## config.mk

```make
export PLATFORM = sky130hd
export DESIGN_NAME = dbus_router_flat
export DESIGN_NICKNAME = d
export VERILOG_FILES = /design/src/rtl/dbus_router_if.sv /design/src/rtl/dbus_router.sv /design/src/flat_wrapper.sv
export SDC_FILE = /design/constraint.sdc
export NUM_CORES = 1
export LEC_CHECK = 0
export CORE_AREA = 2 2 122 124
export DETAILED_ROUTE_END_ITERATION = 8
export DIE_AREA = 0 0 124 126
export GPL_TIMING_DRIVEN = 0
export RECOVER_POWER = 25
export SLEW_MARGIN = 25
export SYNTH_ARGS = -nofsm -noshare
export SYNTH_HDL_FRONTEND = slang
export SYNTH_SLANG_ARGS = --single-unit
```

## constraint.sdc

```tcl
create_clock -name wb_clk -period 1.7 [get_ports wb_clk]
set_input_delay 0.51 -clock wb_clk [delete_from_list [all_inputs] [get_ports wb_clk]]
set_output_delay 0.51 -clock wb_clk [all_outputs]
set_load 0.02 [all_outputs]
```

## src/rtl/dbus_router_if.sv

```systemverilog
// Wishbone-style data bus bundle shared by the CPU, RAM and I/O sides of dbus_router.
// The master drives the request, the slave returns rdt/ack.
interface dbus_router_if;
    logic [31:0] adr;
    logic [31:0] dat;
    logic [3:0]  sel;
    logic        we;
    logic        cyc;
    logic [31:0] rdt;
    logic        ack;

    modport master (output adr, dat, sel, we, cyc, input rdt, ack);
    modport slave  (input adr, dat, sel, we, cyc, output rdt, ack);
endinterface

```

## src/rtl/dbus_router.sv

```systemverilog
// Routes SERV data-bus cycles to RAM or the OR'd I/O bus, with one ack per cycle.
// Define DBUS_ROUTER_TIMEOUT_EN to terminate unacknowledged cycles and flag bus_err.
module dbus_router #(
    parameter logic [7:0]  IO_MASK     = 8'hC0,
    parameter logic [7:0]  IO_MATCH    = 8'h40,
    parameter int          TIMEOUT     = 16,
    parameter logic [31:0] TIMEOUT_RDT = 32'hDEADBEEF
) (
    input  logic          wb_clk,
    input  logic          wb_rst_n,
    dbus_router_if.slave  wb_cpu,
    dbus_router_if.master wb_mem,
    dbus_router_if.master wb_io,
    output logic          bus_err
);
    typedef enum logic [1:0] {IDLE, MEM, IO, DONE} state_t;

    state_t      state_q;
    logic        is_io;
    logic        in_mem;
    logic        in_io;
    logic        sel_ack;
    logic [31:0] sel_rdt;
    logic        tmo;

    if (TIMEOUT < 1 || TIMEOUT > 65535) begin : g_bad_timeout
        $error("dbus_router: TIMEOUT out of range 1..65535");
    end

    assign is_io  = ((wb_cpu.adr[31:24] & IO_MASK) == IO_MATCH);
    assign in_mem = (state_q == MEM);
    assign in_io  = (state_q == IO);

    // Slave cyc follows the registered target, so DONE and IDLE never reach a slave.
    assign wb_mem.cyc = wb_cpu.cyc & in_mem;
    assign wb_io.cyc  = wb_cpu.cyc & in_io;

    assign wb_mem.adr = wb_cpu.adr;
    assign wb_mem.dat = wb_cpu.dat;
    assign wb_mem.sel = wb_cpu.sel;
    assign wb_mem.we  = wb_cpu.we;
    assign wb_io.adr  = wb_cpu.adr;
    assign wb_io.dat  = wb_cpu.dat;
    assign wb_io.sel  = wb_cpu.sel;
    assign wb_io.we   = wb_cpu.we;

    assign sel_ack = (in_mem & wb_mem.ack) | (in_io & wb_io.ack);
    assign sel_rdt = in_io ? wb_io.rdt : wb_mem.rdt;

    assign wb_cpu.ack = sel_ack | tmo;
    assign wb_cpu.rdt = sel_ack ? sel_rdt : (tmo ? TIMEOUT_RDT : 32'h0);

`ifdef DBUS_ROUTER_TIMEOUT_EN
    localparam int CW = $clog2(TIMEOUT + 1);

    logic [CW-1:0] cnt_q;
    logic          bus_err_q;

    // A real slave ack in the timeout cycle takes precedence over the forced one.
    assign tmo     = (in_mem | in_io) & wb_cpu.cyc & ~sel_ack & (cnt_q == CW'(TIMEOUT));
    assign bus_err = bus_err_q;

    always_ff @(posedge wb_clk or negedge wb_rst_n) begin
        if (!wb_rst_n) begin
            cnt_q     <= '0;
            bus_err_q <= 1'b0;
        end else begin
            if (state_q == IDLE) begin
                cnt_q <= '0;
            end else if ((in_mem | in_io) & wb_cpu.cyc & ~sel_ack & ~tmo) begin
                cnt_q <= cnt_q + 1'b1;
            end
            if (tmo) begin
                bus_err_q <= 1'b1;
            end
        end
    end
`else
    assign tmo     = 1'b0;
    assign bus_err = 1'b0;
`endif

    always_ff @(posedge wb_clk or negedge wb_rst_n) begin
        if (!wb_rst_n) begin
            state_q <= IDLE;
        end else begin
            case (state_q)
                IDLE: begin
                    if (wb_cpu.cyc) begin
                        state_q <= is_io ? IO : MEM;
                    end
                end
                MEM, IO: begin
                    if (sel_ack | tmo) begin
                        state_q <= DONE;
                    end else if (!wb_cpu.cyc) begin
                        state_q <= IDLE;
                    end
                end
                default: state_q <= IDLE;
            endcase
        end
    end
endmodule

```

## src/flat_wrapper.sv

```systemverilog
// flat-port wrapper written by rule: the top's interface ports become plain ports
module dbus_router_flat 
#(
    parameter logic [7:0]  IO_MASK     = 8'hC0,
    parameter logic [7:0]  IO_MATCH    = 8'h40,
    parameter int          TIMEOUT     = 16,
    parameter logic [31:0] TIMEOUT_RDT = 32'hDEADBEEF
)
  (wb_clk, wb_rst_n, bus_err, wb_cpu_adr, wb_cpu_dat, wb_cpu_sel, wb_cpu_we, wb_cpu_cyc, wb_cpu_rdt, wb_cpu_ack, wb_mem_adr, wb_mem_dat, wb_mem_sel, wb_mem_we, wb_mem_cyc, wb_mem_rdt, wb_mem_ack, wb_io_adr, wb_io_dat, wb_io_sel, wb_io_we, wb_io_cyc, wb_io_rdt, wb_io_ack);
  dbus_router_if wb_cpu_i ();
  dbus_router_if wb_mem_i ();
  dbus_router_if wb_io_i ();
  input  logic wb_clk;
  input  logic wb_rst_n;
  output logic bus_err;
  input wire logic [$bits(wb_cpu_i.adr)-1:0] wb_cpu_adr;
  input wire logic [$bits(wb_cpu_i.dat)-1:0] wb_cpu_dat;
  input wire logic [$bits(wb_cpu_i.sel)-1:0] wb_cpu_sel;
  input wire logic [$bits(wb_cpu_i.we)-1:0] wb_cpu_we;
  input wire logic [$bits(wb_cpu_i.cyc)-1:0] wb_cpu_cyc;
  output wire logic [$bits(wb_cpu_i.rdt)-1:0] wb_cpu_rdt;
  output wire logic [$bits(wb_cpu_i.ack)-1:0] wb_cpu_ack;
  output wire logic [$bits(wb_mem_i.adr)-1:0] wb_mem_adr;
  output wire logic [$bits(wb_mem_i.dat)-1:0] wb_mem_dat;
  output wire logic [$bits(wb_mem_i.sel)-1:0] wb_mem_sel;
  output wire logic [$bits(wb_mem_i.we)-1:0] wb_mem_we;
  output wire logic [$bits(wb_mem_i.cyc)-1:0] wb_mem_cyc;
  input wire logic [$bits(wb_mem_i.rdt)-1:0] wb_mem_rdt;
  input wire logic [$bits(wb_mem_i.ack)-1:0] wb_mem_ack;
  output wire logic [$bits(wb_io_i.adr)-1:0] wb_io_adr;
  output wire logic [$bits(wb_io_i.dat)-1:0] wb_io_dat;
  output wire logic [$bits(wb_io_i.sel)-1:0] wb_io_sel;
  output wire logic [$bits(wb_io_i.we)-1:0] wb_io_we;
  output wire logic [$bits(wb_io_i.cyc)-1:0] wb_io_cyc;
  input wire logic [$bits(wb_io_i.rdt)-1:0] wb_io_rdt;
  input wire logic [$bits(wb_io_i.ack)-1:0] wb_io_ack;
  assign wb_cpu_i.adr = wb_cpu_adr;
  assign wb_cpu_i.dat = wb_cpu_dat;
  assign wb_cpu_i.sel = wb_cpu_sel;
  assign wb_cpu_i.we = wb_cpu_we;
  assign wb_cpu_i.cyc = wb_cpu_cyc;
  assign wb_cpu_rdt = wb_cpu_i.rdt;
  assign wb_cpu_ack = wb_cpu_i.ack;
  assign wb_mem_adr = wb_mem_i.adr;
  assign wb_mem_dat = wb_mem_i.dat;
  assign wb_mem_sel = wb_mem_i.sel;
  assign wb_mem_we = wb_mem_i.we;
  assign wb_mem_cyc = wb_mem_i.cyc;
  assign wb_mem_i.rdt = wb_mem_rdt;
  assign wb_mem_i.ack = wb_mem_ack;
  assign wb_io_adr = wb_io_i.adr;
  assign wb_io_dat = wb_io_i.dat;
  assign wb_io_sel = wb_io_i.sel;
  assign wb_io_we = wb_io_i.we;
  assign wb_io_cyc = wb_io_i.cyc;
  assign wb_io_i.rdt = wb_io_rdt;
  assign wb_io_i.ack = wb_io_ack;
  dbus_router #(.IO_MASK(IO_MASK), .IO_MATCH(IO_MATCH), .TIMEOUT(TIMEOUT), .TIMEOUT_RDT(TIMEOUT_RDT)) u_core (.wb_clk(wb_clk), .wb_rst_n(wb_rst_n), .wb_cpu(wb_cpu_i), .wb_mem(wb_mem_i), .wb_io(wb_io_i), .bus_err(bus_err));
endmodule
```

* After elaboration in Yosys (flattened, before gate mapping)
Index checks and enable logic that the tools add are counted.
Storage, ports and cells: bits of input ports 138, ROM bits 0, memories 0, register bits after elaboration 2, memory bits (writable) 0, latch bits 0
Cells by class: shift-type cells 0, reductions and logical operators 3, equality and inequality tests 5, div/mod/pow operators 0, multiply operators 0, muxes and demuxes 7, bitwise operators 5, add/subtract/negate cells 0, $lt $le $gt $ge 0
Operators by type and width (number):
- 2-to-1 mux 32 bit | 2
- 2-to-1 mux 2 bit | 4
- bitwise AND 1 bit | 4
- equality test 2 x 1 -> 1 bit, second input constant | 2
- case mux 2 bit (2 select lines) | 1
- inequality test 3 x 2 -> 1 bit, second input constant | 1
- equality test 2 bit, second input constant | 1
- zero test 2 bit | 1
- inequality test 2 bit, second input constant | 1
- AND reduction 2 bit | 1
- OR reduction 2 bit | 1
- OR 1 bit | 1

* Logic depth before layout (Yosys ltp)
Gate-level depths: netlist (run 1).
depth in word-level cells 5, depth in mapped cells 6

* Worst setup path after synthesis (run 1)
No wires, ideal clock.
kind register to output, start point register u_core.state_q[0], end point output port wb_cpu_rdt[10], arrival 1.357 ns, slack -0.167 ns, stages on the path, launching flop included 7, buffers on the path 2, required time 1.190 ns, cell sequence dfrtp_1 > inv_1 > ha_1 > buf_2 > buf_4 > mux2i_1 > nor2_1
Between the ends: longest elaborated chain between the ends 4
Ends and longest elaborated chain:
- from (decl) | line dbus_router.sv:18 | state_t state_q;
- from (signal assigned) | line dbus_router.sv:90 | state_q <= is_io ? IO : MEM;
- equality test 2 x 1 -> 1 bit or equality test 2 bit (tied branches) | line dbus_router.sv:31, dbus_router.sv:32
- bitwise AND 1 bit | line dbus_router.sv:47 | assign sel_ack = (in_mem & wb_mem.ack) | (in_io & wb_io.ack);
- OR 1 bit | line dbus_router.sv:47
- 2-to-1 mux 32 bit (*) | line dbus_router.sv:51 | assign wb_cpu.rdt = sel_ack ? sel_rdt : (tmo ? TIMEOUT_RDT : 32'h0);
- to (decl) | line flat_wrapper.sv:21 | output wire logic [$bits(wb_cpu_i.rdt)-1:0] wb_cpu_rdt;
Mark *: on every way between the ends. The rest lies on a longest branch, timed or not.

* Final worst setup path (run 1)
start point register u_core.state_q[0], end point output port wb_cpu_rdt[11]
Same word-level chain as after synthesis.

==> results.cfg, run 1 <==
[outcome]
status = complete, but fails checks
violations = setup timing

[worst_setup_path]
worst-r2r-setup-slack_ns = 0.12
path_max_fanout = 5
critPathCaptureType = primary output
reg2reg_depth = 7
crit_path_start_kind = flip-flop
crit_path_top_delay_cell = dfrtp_2
r2r-end = u_core.state_q[1]
r2r-start = u_core.state_q[1]
crit_type = reg2out
timing.critical_path.buf_inv = 4
critical_path_arrival_ns = 1.63
cp_data_required_time_ns = 1.19
slowest_delay_ns = 0.43
crit_chain = inv_4 -> ha_4 -> buf_12 -> buf_12 -> mux2i_1 -> nor2_2 -> buf_6
crit_family = buffers and inverters
path_common_cell = buf_12
cp.depth = 7

[detailed_routing]
wl_per_cell_um = 11.9
vias = 2356
drt_iter0_drc = 9
drcViolationCount = 0
drtPass1Iterations = 4
viasPerCell = 3.46
ant_nets = 0
totalWireLength_um = 8080

[power_and_ir_drop]
p_comb_share_pct = 88.9
power_mw = 4.30
vdd_drop_max_uv = 328
p_int_mw = 2.52
leakagePower_nw = 2.43
switching_power_mw = 1.78
power_density_nw_per_um2 = 863
power_switching_share_pct = 41.4
seqPwrFrac_pct = 2.9
clkPwrFrac_pct = 8.2

[global_route]
grt_overflow = 0
antenna_found_initial = 0
grt_max_degree = 11
grtUsageTotal_pct = 8.36
grt_pass1_vias = 2379
grt_pass1_wl_um = 10500

[finish]
nets = 641
reg.largest.list = u_core.state_q: 2 flops
largest-register = u_core.state_q
n_antenna_cell = 0
largest_reg_flops = 2
fin_util_pct = 34.8
area_growth_pct = 183
final_common_cell = buf_4
drive_gt1_share_pct = 52.4
final_cell_mix = buf_4 (147), clkdlybuf4s50_1 (145), dlymetal6s2s_1 (30)

[floorplanning]
die_w_um = 124
core-area_um2 = 14300
rows = 44
die_area_um2 = 15600
start_util_pct = 12.3
top_level_ports = 312
dieHeight_um = 126

[sta]
hold_viol_final = 0
timing.final.crit_share_pct = 126
post-route-min-period_ns = 2.14
final.setup_skew_ns = 0.00155
setup_violations = 33
fmax_mhz = 467
slew_violations = 0
rsz0062_at_grt = true
finalSetupTns_ns = -12.74
worst_slack_ns = -0.440

[synthesis]
ys_seq_area_share_pct = 2.84
netlist_instances = 238
ys_types = 17
mappedNetlistArea_um2 = 1760
yosysWarnings = 0
synth_nets = 381
synth_area_per_cell_um2 = 7.40
ys_ff_latch = 2

[place]
place.gp.congestion = 0.772
place_ws_ns = -1.01
portBuffers = 243
dp_hpwl_um = 6780

[clock_tree]
cts.path.max_buffers = 2
cts_tree = built
clock_sinks = 2
cts_hold_buf = 0
cts_made_buffers = 3
clk_latency_ns = 0.22
clk_pin_slew_ns = 0.03
h-tree-depth = 1
clock-root-buffer = clkbuf_16

[run]
drv_cap = 0

[worst_hold_path]
hold_class = in2async
==> per-layer routing <==
layer | wire length, um | part of all wire (%) | global-route usage, % | up-vias
met3 | 828 | 10 | 1.59 | 4
met4 | 60 | 0.74 | 1.78 | 0
met2 | 4880 | 60 | 18.9 | 160
li1 | - | - | - | 1129
met1 | 2320 | 29 | 6.91 | 1063
met5 | 0 | 0 | 0 | -
==> how the worst max path moves through the flow <==
| stage | start | to | slack, ns |
|---|---|---|---|
| 5_1_grt | u_core.state_q[0] | wb_cpu_rdt[11] | -0.51 |
| 2_1_floorplan | u_core.state_q[0] | wb_cpu_rdt[10] | -0.03 |
| 6_report | u_core.state_q[0] | wb_cpu_rdt[11] | -0.44 |
| 4_1_cts | u_core.state_q[1] | wb_cpu_rdt[16] | -0.46 |
| 3_3_place_gp | wb_io_ack | wb_cpu_rdt[29] | -1.01 |
| 3_5_place_dp | wb_io_ack | wb_cpu_rdt[24] | -1.01 |
==> cell type report <==
cell class                      instances  area [um2]
Fill cell                            1493        9340
Timing Repair Buffer                  257        2590
Buffer                                144        1140
Multi-Input combinational cell         87         872
Tap cell                              184         230
Clock buffer                            3        75.1
Sequential cell                         2        52.6
Inverter                                3        16.3
==> cell usage after synthesis <==
cell / count / share of area, %
a21oi_1: 2 / 0.57
a22oi_4: 1 / 1.2
a31oi_1: 2 / 0.71
and2_1: 2 / 0.71
buf_2: 4 / 1.1
buf_4: 142 / 61
conb_1: 1 / 0.21
dfrtp_1: 2 / 2.8
ha_1: 5 / 3.6
inv_1: 3 / 0.64
mux2i_1: 32 / 18
nand2_1: 2 / 0.43
nand2b_1: 1 / 0.36
nor2_1: 34 / 7.2
nor2b_1: 2 / 0.71
nor3b_1: 1 / 0.43
o21ai_0: 2 / 0.57
==> power groups by stage <==
stage               registers, mW  clock network [mW]  logic, mW
finish                      0.126               0.351       3.82
global route                0.130               0.359       4.04
CTS                         0.111               0.357       3.62
detailed placement          0.106                   0       3.02
global placement            0.103                   0       3.00
floorplan                  0.0984                   0       1.86
==> worst register-to-register path: stages (launching register included) <==
cell     delay [ns]
dfrtp_2        0.45
ha_4           0.19
a22oi_4        0.20
buf_12         0.17
buf_4          0.12
nor3b_1        0.04
a31oi_1        0.18
a21oi_1        0.09
==> repair_timing <==
action | CTS | global route
endpoints found under the setup margin | 45 | 83
buffers inserted | 10 | 2
gates resized for setup | 225 | 95
endpoints found under the hold margin | 0 | 0
pin swaps | 3 | 3
cloned | 2 | 1
==> logic make-up (layout without fill, tap and decap cells) <==
kind of cell    Yosys count  after routing  synth area share, %
flops                     2              2                 2.84
simple gates             42             42                 9.87
mux                      32             32                 18.2
buf+inv                 149            407                 62.3
fa+ha+maj                 5              5                 3.55
compound gates            7              7                 3.05
other cells               1              1                0.213
==> stage by stage <==
step                      instance area (um2)  hold slack [ns]  std cells
after CTS                                4830            0.458        680
after floorplan                          1890            0.214        238
after global routing                     4980            0.548        680
after global placement                   4550            0.613        665
final                                    4980            0.528        680
after detailed placement                 4550            0.624        665
Note: power is estimated with default switching activity, not from simulation.
==> run 2, diff against run 1 <==
--- a/config.mk
+++ b/config.mk
@@ -5,7 +5,9 @@
 export SDC_FILE = /design/constraint.sdc
 export NUM_CORES = 1
 export LEC_CHECK = 0
+export CAP_MARGIN = 20
 export CORE_AREA = 2 2 122 124
+export CTS_BUF_LIST = sky130_fd_sc_hd__clkbuf_2
 export DETAILED_ROUTE_END_ITERATION = 8
 export DIE_AREA = 0 0 124 126
 export GPL_TIMING_DRIVEN = 0
==> results.cfg, run 2 (synthesized netlist as in run 1, its figures left out) <==
[worst_setup_path]
crit_type = reg2out
cp_data_required_time_ns = 1.19
critical_path_arrival_ns = 1.59
crit_path_start_kind = flip-flop
path_max_fanout = 8
critPathCaptureType = primary output

[sta]
final.setup_skew_ns = 0.000370
fin_hold_ws_ns = 0.560
finalSetupTns_ns = -11.99
slew_violations = 0
hold_viol_final = 0
worst_slack_ns = -0.401
timing.final.crit_share_pct = 124
post-route-min-period_ns = 2.10
rsz0062_at_grt = true
setup_violations = 33
fmax_mhz = 476

[detailed_routing]
vias = 2372
wl_per_cell_um = 12.0
ant_nets = 0
drt_iter0_drc = 7
totalWireLength_um = 8200
viasPerCell = 3.48
drtPass1Iterations = 4
drcViolationCount = 0

[global_route]
grt_pass1_vias = 2382
grt_max_degree = 11
grt_overflow = 0
grt_pass1_wl_um = 10400
antenna_found_initial = 0
grtUsageTotal_pct = 8.30

[clock_tree]
cts_made_buffers = 3
clk_pin_slew_ns = 0.03
cts_tree = built
clk_latency_ns = 0.19
cts_hold_buf = 0
clock_sinks = 2
h-tree-depth = 1
cts.path.max_buffers = 2
clock-root-buffer = clkbuf_2

[finish]
fillerInstances = 1489
largest_reg_flops = 2
finalNonFillerCells = 681
finalInstanceArea_um2 = 4990
area_growth_pct = 183
final_common_cell = buf_4
fin_util_pct = 34.9
n_antenna_cell = 0
drive_gt1_share_pct = 52.5
nets = 642
reg.largest.list = u_core.state_q: 2 flops
largest-register = u_core.state_q
final_cell_mix = buf_4 (148), clkdlybuf4s50_1 (145), dlymetal6s2s_1 (30)

[place]
place.gp.congestion = 0.772
dp_hpwl_um = 6780
portBuffers = 243
dp_cells = 665
place_ws_ns = -1.01
placed_area_um2 = 4550

[floorplanning]
die_w_um = 124
top_level_ports = 312
start_util_pct = 12.3
dieHeight_um = 126
core-area_um2 = 14300
rows = 44
die_area_um2 = 15600

[run]
drv_cap = 0

[power_and_ir_drop]
power_density_nw_per_um2 = 833
vdd_drop_max_uv = 300
leakagePower_nw = 2.43
power_mw = 4.16

[worst_hold_path]
hold_class = in2async

[outcome]
status = complete, but fails checks
violations = setup timing
## run 2: power breakdown
part / internal (mW) / switching (mW) / total [mW]
clock: 0.0468 / 0.0253 / 0.0721
sequential: 0.0758 / 0.0383 / 0.114
combinational: 2.24 / 1.73 / 3.97
total: 2.36 / 1.80 / 4.16
## run 2: routing by layer
| metal | GRT usage (%) | routed length, um |
|---|---|---|
| met2 | 19.0 | 5030 |
| met3 | 1.45 | 814 |
| met4 | 1.59 | 27 |
| met5 | 0 | 0 |
| met1 | 6.89 | 2340 |
## run 2: area by class of cell
cell class	instances	area [um2]	area share, %
Buffer	144	1140	22.9
Sequential cell	2	51.3	1.03
Tap cell	184	230	4.61
Clock buffer	3	15.0	0.301
Timing Repair Buffer	258	2630	52.7
Inverter	3	13.8	0.276
Multi-Input combinational cell	87	907	18.2
## run 2: worst max-delay path, stage by stage (launching register included)
cell,delay (ns)
dfrtp_2,0.45
inv_2,0.08
ha_2,0.19
a22oi_4,0.06
buf_12,0.16
buf_12,0.14
nor2_2,0.17
buf_6,0.14
## run 2: worst paths after layout
kind / from / slack, ns / end / cells past startpoint
worst max-delay path: u_core.state_q[1] / -0.40 / wb_cpu_rdt[24] / 7
worst min-delay path: wb_rst_n / 0.56 / u_core.state_q[0] / 1
worst max register to register: u_core.state_q[1] / 0.10 / u_core.state_q[1] / 7
worst min register to register: u_core.state_q[0] / 0.69 / u_core.state_q[0] / 3
max in group asynchronous: wb_rst_n / 1.00 / u_core.state_q[1] / 1
min in group wb_clk: u_core.state_q[0] / 0.69 / u_core.state_q[0] / 3
## run 2: what timing repair did
item                                   4_1_cts  5_1_grt
cloned                                       2        2
setup buffers                               10        1
resized for setup                          223      103
pin swaps                                    3        5
setup endpoints to repair                   45       83
endpoints found under the hold margin        0        0
